## config.mk

```make
export PLATFORM = sky130hd
export DESIGN_NAME = pir_zone_alarm
export DESIGN_NICKNAME = d
export VERILOG_FILES = /design/src/rtl/pir_pkg.sv /design/src/rtl/pir_debounce.sv /design/src/rtl/pir_zone_alarm.sv
export SDC_FILE = /design/constraint.sdc
export NUM_CORES = 1
export LEC_CHECK = 0
export ABC_CLOCK_PERIOD_IN_PS = 2400
export CAP_MARGIN = 20
export CORE_ASPECT_RATIO = 1.5
export CORE_MARGIN = 4
export CORE_UTILIZATION = 45
export DETAILED_ROUTE_END_ITERATION = 10
export GPL_TIMING_DRIVEN = 0
export HOLD_SLACK_MARGIN = 0.06
export PLACE_DENSITY = 0.7
export SETUP_SLACK_MARGIN = 0.15
export SLEW_MARGIN = 20
export SYNTH_ARGS = -nofsm -noshare
export SYNTH_HDL_FRONTEND = slang
export SYNTH_HIERARCHICAL = 1
export SYNTH_SLANG_ARGS = --single-unit
```

## constraint.sdc

```tcl
create_clock -name clk -period 2.4 [get_ports clk]
set_clock_uncertainty 0.15 [all_clocks]
set_input_delay 0.48 -clock clk [delete_from_list [all_inputs] [get_ports clk]]
set_output_delay 0.48 -clock clk [all_outputs]
set_load 0.02 [all_outputs]
```

## src/rtl/pir_pkg.sv

```systemverilog
// Shared types and defaults for the zoned PIR alarm controller.
package pir_pkg;

    // One-hot controller states.
    typedef enum logic [3:0] {
        DISARMED = 4'b0001,
        IDLE     = 4'b0010,
        ALARM    = 4'b0100,
        HOLDOFF  = 4'b1000
    } state_t;

    localparam int unsigned DEF_NUM_SENSORS     = 3;
    localparam int unsigned DEF_SYNC_STAGES     = 2;
    localparam int unsigned DEF_DEBOUNCE_CYCLES = 4;
    localparam int unsigned DEF_BUZZ_CYCLES     = 100;
    localparam int unsigned DEF_HOLDOFF_CYCLES  = 20;
    localparam int unsigned DEF_RETRIGGER       = 1;
    localparam int unsigned DEF_CNT_W           = 16;

    // Width of a counter holding values 0..bound-1, never below one bit.
    function automatic int unsigned cnt_width(input int unsigned bound);
        return (bound > 1) ? $clog2(bound) : 1;
    endfunction

endpackage

```

## src/rtl/pir_debounce.sv

```systemverilog
// Per-channel synchroniser and consecutive-high debounce qualifier.
module pir_debounce
    import pir_pkg::*;
#(
    parameter int unsigned SYNC_STAGES     = DEF_SYNC_STAGES,
    parameter int unsigned DEBOUNCE_CYCLES = DEF_DEBOUNCE_CYCLES
) (
    input  logic clk,
    input  logic rst,
    input  logic din,
    output logic qual
);

    localparam int unsigned CW = cnt_width(DEBOUNCE_CYCLES + 1);
    localparam logic [CW-1:0] CNT_MAX = CW'(DEBOUNCE_CYCLES);

    logic [SYNC_STAGES-1:0] sync;
    logic [CW-1:0]          cnt;
    logic                   synced;

    assign synced = sync[SYNC_STAGES-1];

    // Metastability chain for the asynchronous sensor input.
    always_ff @(posedge clk) begin
        if (rst) begin
            sync <= '0;
        end else begin
            sync <= {sync[SYNC_STAGES-2:0], din};
        end
    end

    // Count consecutive high cycles (saturating); qualify once the run is long enough.
    always_ff @(posedge clk) begin
        if (rst) begin
            cnt  <= '0;
            qual <= 1'b0;
        end else begin
            if (!synced) begin
                cnt <= '0;
            end else if (cnt != CNT_MAX) begin
                cnt <= cnt + CW'(1);
            end
            qual <= synced && (cnt == CNT_MAX);
        end
    end

endmodule

```

## src/rtl/pir_zone_alarm.sv

```systemverilog
// Zoned PIR alarm controller: arm/disarm, re-triggerable alarm, holdoff, zone record, event count.
module pir_zone_alarm
    import pir_pkg::*;
#(
    parameter int unsigned NUM_SENSORS     = DEF_NUM_SENSORS,
    parameter int unsigned SYNC_STAGES     = DEF_SYNC_STAGES,
    parameter int unsigned DEBOUNCE_CYCLES = DEF_DEBOUNCE_CYCLES,
    parameter int unsigned BUZZ_CYCLES     = DEF_BUZZ_CYCLES,
    parameter int unsigned HOLDOFF_CYCLES  = DEF_HOLDOFF_CYCLES,
    parameter int unsigned RETRIGGER       = DEF_RETRIGGER,
    parameter int unsigned CNT_W           = DEF_CNT_W
) (
    input  logic                   clk,
    input  logic                   rst,
    input  logic                   arm,
    input  logic                   stop_alarm,
    input  logic [NUM_SENSORS-1:0] pir_sensor,
    input  logic [NUM_SENSORS-1:0] zone_mask,
    output logic                   LED,
    output logic                   buzzer,
    output logic [NUM_SENSORS-1:0] active_zones,
    output logic [CNT_W-1:0]       event_count,
    output logic                   busy
);

    localparam int unsigned DW = cnt_width(BUZZ_CYCLES);
    localparam int unsigned HW = cnt_width(HOLDOFF_CYCLES);
    localparam logic [DW-1:0] DUR_LAST  = DW'(BUZZ_CYCLES - 1);
    localparam logic [HW-1:0] HOLD_LAST = HW'(HOLDOFF_CYCLES - 1);

    state_t                 state, state_nxt;
    logic [DW-1:0]          dur, dur_nxt;
    logic [HW-1:0]          hold, hold_nxt;
    logic [NUM_SENSORS-1:0] zones_nxt;
    logic [CNT_W-1:0]       count_nxt;
    logic                   led_nxt, busy_nxt;
    logic [NUM_SENSORS-1:0] qual;
    logic [NUM_SENSORS-1:0] hit;

    // One qualifier per sensor channel.
    genvar gi;
    generate
        for (gi = 0; gi < int'(NUM_SENSORS); gi++) begin : g_chan
            pir_debounce #(
                .SYNC_STAGES    (SYNC_STAGES),
                .DEBOUNCE_CYCLES(DEBOUNCE_CYCLES)
            ) u_deb (
                .clk (clk),
                .rst (rst),
                .din (pir_sensor[gi]),
                .qual(qual[gi])
            );
        end
    endgenerate

    assign hit = qual & zone_mask;

    // State, counters and registered outputs.
    always_ff @(posedge clk) begin
        if (rst) begin
            state        <= DISARMED;
            dur          <= '0;
            hold         <= '0;
            active_zones <= '0;
            event_count  <= '0;
            LED          <= 1'b0;
            buzzer       <= 1'b0;
            busy         <= 1'b0;
        end else begin
            state        <= state_nxt;
            dur          <= dur_nxt;
            hold         <= hold_nxt;
            active_zones <= zones_nxt;
            event_count  <= count_nxt;
            LED          <= led_nxt;
            buzzer       <= led_nxt;
            busy         <= busy_nxt;
        end
    end

    // Next state, counter updates and output decode; disarm outranks everything.
    always_comb begin
        state_nxt = state;
        dur_nxt   = dur;
        hold_nxt  = hold;
        zones_nxt = active_zones;
        count_nxt = event_count;

        if (!arm) begin
            state_nxt = DISARMED;
        end else begin
            case (state)
                DISARMED: begin
                    state_nxt = IDLE;
                end
                IDLE: begin
                    if (|hit) begin
                        state_nxt = ALARM;
                        dur_nxt   = '0;
                        zones_nxt = hit;
                        if (event_count != {CNT_W{1'b1}}) begin
                            count_nxt = event_count + CNT_W'(1);
                        end
                    end
                end
                ALARM: begin
                    zones_nxt = active_zones | hit;
                    if (stop_alarm) begin
                        state_nxt = HOLDOFF;
                        hold_nxt  = '0;
                    end else if ((RETRIGGER != 0) && (|(hit & ~active_zones))) begin
                        dur_nxt = '0;
                    end else if (dur == DUR_LAST) begin
                        state_nxt = HOLDOFF;
                        hold_nxt  = '0;
                    end else begin
                        dur_nxt = dur + DW'(1);
                    end
                end
                HOLDOFF: begin
                    if (hold == HOLD_LAST) begin
                        state_nxt = IDLE;
                    end else begin
                        hold_nxt = hold + HW'(1);
                    end
                end
                default: begin
                    state_nxt = DISARMED;
                end
            endcase
        end

        led_nxt  = (state_nxt == ALARM);
        busy_nxt = (state_nxt == ALARM) || (state_nxt == HOLDOFF);
    end

endmodule

```

==> impl_metrics.toml <==
[power]
power_density_nw_per_um2 = 523.7
leakagePower_nw = 1.125
ir_worst_vdd_uv = 341.4

[routing]
drc = 0
drt_iter0_drc = 106
wl_um = 5554
firstDrtPassIters = 4
ant_nets = 0
via_count = 2291
routedWlPerCell_um = 13.48
via_per_inst = 5.561

[yosys]
synth_top_area_share_pct = 41.41
synth_top_area_cell = "dfxtp_1"
synth_edf_count = 0
netlist_top_cells_area = "dfxtp_1 (41%), a21oi_1 (4.3%), ha_1 (4.2%)"
netlist_area_um2 = 2659
yosysMostFrequentCell = "dfxtp_1"
synth.distinct_cells = 54
synth-seq-area-share_pct = 41.41
synthFlopType = "dfxtp_1"
async_flop_share_pct = 0
syn_nets = 314
synthTopCellsByCount = "dfxtp_1 (55), nor2_1 (26), a21oi_1 (23)"
ys_seq_elements = 55
yosys_warnings = 6
syn_inst = 295
avgSynthCellArea_um2 = 9.013

[clocking]
cts_root_buf = "clkbuf_8"
numCtsBuffers = 5
tritoncts = "built"
clk_pin_slew_ns = 0.10
cts.sinks = 55
h-tree-depth = 2
clk_latency_ns = 0.31
clock_path_buffers = 2

[critical_path]
r2r_slack_ns = 0.30
critPathCaptureType = "register"
arrival_ns = 2.20
critPathMaxFanout = 7
cp-start-kind = "primary input"
path_class = "primary input to register"
required_ns = 2.44

[placed_design]
gp_congestion = 0.7831
dpl.hpwl_um = 3946
io_buffers = 31
place_worst_setup_slack_ns = -0.5198
dp_cells = 398

[timing]
finalWorstSetupSlack_ns = 0.2392
setup_violations = 0
maxSlewHeadroom_pct = 53.34
fin_crit_ns = 2.161
maxSlewViolCount = 0
rsz0062_at_grt = "yes"
worstMarginPinSlew_ns = 0.6900
period_share_pct = 90.03
hold_viol = 0
max_freq_ghz = 0.4628
whs_ns = 0.3015

[global_route]
top_usage_layer = "met2"
met2_usage_pct = 29.38
grt_start_max_net_pins = 18
overflow = 0
met1_usage_pct = 17.89
grt_pass1_wl_um = 9397
antenna_found_initial = 0
grt_usage_pct = 15.66
grt_pass1_vias = 2132
use_met3_pct = 3.051

[floorplanning]
start_util_pct = 45.96
core_um2 = 5786
dieArea_um2 = 7227
die_w_um = 70.76
rows = 34
die_h_um = 102.1
boundaryPins = 32

[final_layout]
syn2layout_area_growth_pct = 23.48
drive_above_1_share_pct = 11.76
fin_nets = 358
antenna-diode-count = 0
layout.cells.non_filler = 412

[run]
maxCapViolations = 0

[hold_path]
hp-class = "register to register"

[run_status]
status = "finished, final reports clean"
-- timing repair --
action                     in CTS  in global routing
setup buffers                   5                  1
resized for setup               2                  8
setup endpoints to repair      29                 14
hold buffers                    0                  0
pin swaps                       3                  1
-- power breakdown --
| group | leakage [nW] | internal, W | switching, W | total (W) |
|---|---|---|---|---|
| clock | 0.0644 | 0.000416 | 0.000301 | 0.000717 |
| sequential | 0.445 | 0.000921 | 0.00000635 | 0.000928 |
| combinational | 0.616 | 0.0000322 | 0.0000426 | 0.0000748 |
-- cell type report --
cell class	instances	area [um2]
clock buffers	5	68.82
plain buffers	6	27.53
fillers	532	2502
inverters	13	48.80
multi-input cells	221	1524
flip-flops and latches	55	1101
well taps	72	90.09
clock inverters	3	67.56
repair buffers	37	355.3
-- through the flow --
| stage | TNS (ns) | cell area, um2 | total power [W] | util (%) |
|---|---|---|---|---|
| 2_1_floorplan | 0 | 2659 | 0.0009880 | - |
| 5_1_grt | 0 | 3283 | 0.001773 | 56.75 |
| 6_report | 0 | 3283 | 0.001720 | 56.75 |
| 3_3_place_gp | -8.464 | 3059 | 0.001021 | 52.88 |
| 4_1_cts | 0 | 3238 | 0.001731 | 55.97 |
| 3_5_place_dp | -8.977 | 3059 | 0.001023 | 52.88 |
-- flip-flops by register name, indices dropped and copies added (netlist names) --
signal	count
event_count	16
g_chan.u_deb/cnt	9
dur	7
g_chan.u_deb/sync	6
hold	5
state	4
active_zones	3
g_chan.u_deb/qual	3
busy	1
buzzer	1
-- critical path, stage by stage --
cell and delay (ns):
clkdlybuf4s15_1 0.32, or3b_4 0.46, or3_4 0.44, nor4b_2 0.30
xnor2_1 0.15, nor2_1 0.05
-- final timing paths --
check	start	endpoint	cells after the start
min	g_chan[0].u_deb/sync[0]$_SDFF_PP0_	g_chan[0].u_deb/sync[1]$_SDFF_PP0_	1
max	arm	event_count[12]$_SDFFE_PP0P_	6
min reg2reg	g_chan[0].u_deb/sync[0]$_SDFF_PP0_	g_chan[0].u_deb/sync[1]$_SDFF_PP0_	1
max reg2reg	dur[0]$_SDFFE_PP0P_	hold[2]$_SDFFE_PP0P_	6
-- layer usage --
layer	share of wire, %	wire (um)	vias up
met5	0	0	-
met4	1.1	59	0
met3	2.9	161	5
met2	53	2940	28
met1	43	2393	1095
li1	-	-	1163
-- placed cells by master (no fill, tap or decap), types with 3 or more instances in the layout --
cell type and count:
nand2_1 19, xor2_1 7, clkbuf_1 4, o21a_1 7
a21oi_1 23, o2111ai_1 4, and3b_1 6, clkdlybuf4s50_1 30
buf_4 7, nor3_2 3, or3_1 6, ha_1 9
o21ai_0 8, a32oi_1 3, o211ai_1 5, inv_1 13
dfxtp_1 55, clkbuf_8 5, o32ai_1 4, nand2b_1 6
nor3_1 7, nor2_1 26, a21bo_2 3, or2_2 3
nand4_1 3, o31ai_1 3, a21o_2 3, and2_1 6
nor2b_1 8, nand3_1 16
-- logic make-up after synthesis --
family	count (synthesis)	synth area share, %
mux	1	0.3765
xor+xnor	9	2.965
buf+inv	19	2.824
simple gates	127	28.19
flops	55	41.41
compound gates	75	20.00
fa+ha+maj	9	4.235
Note: power is estimated with default switching activity, not from simulation.
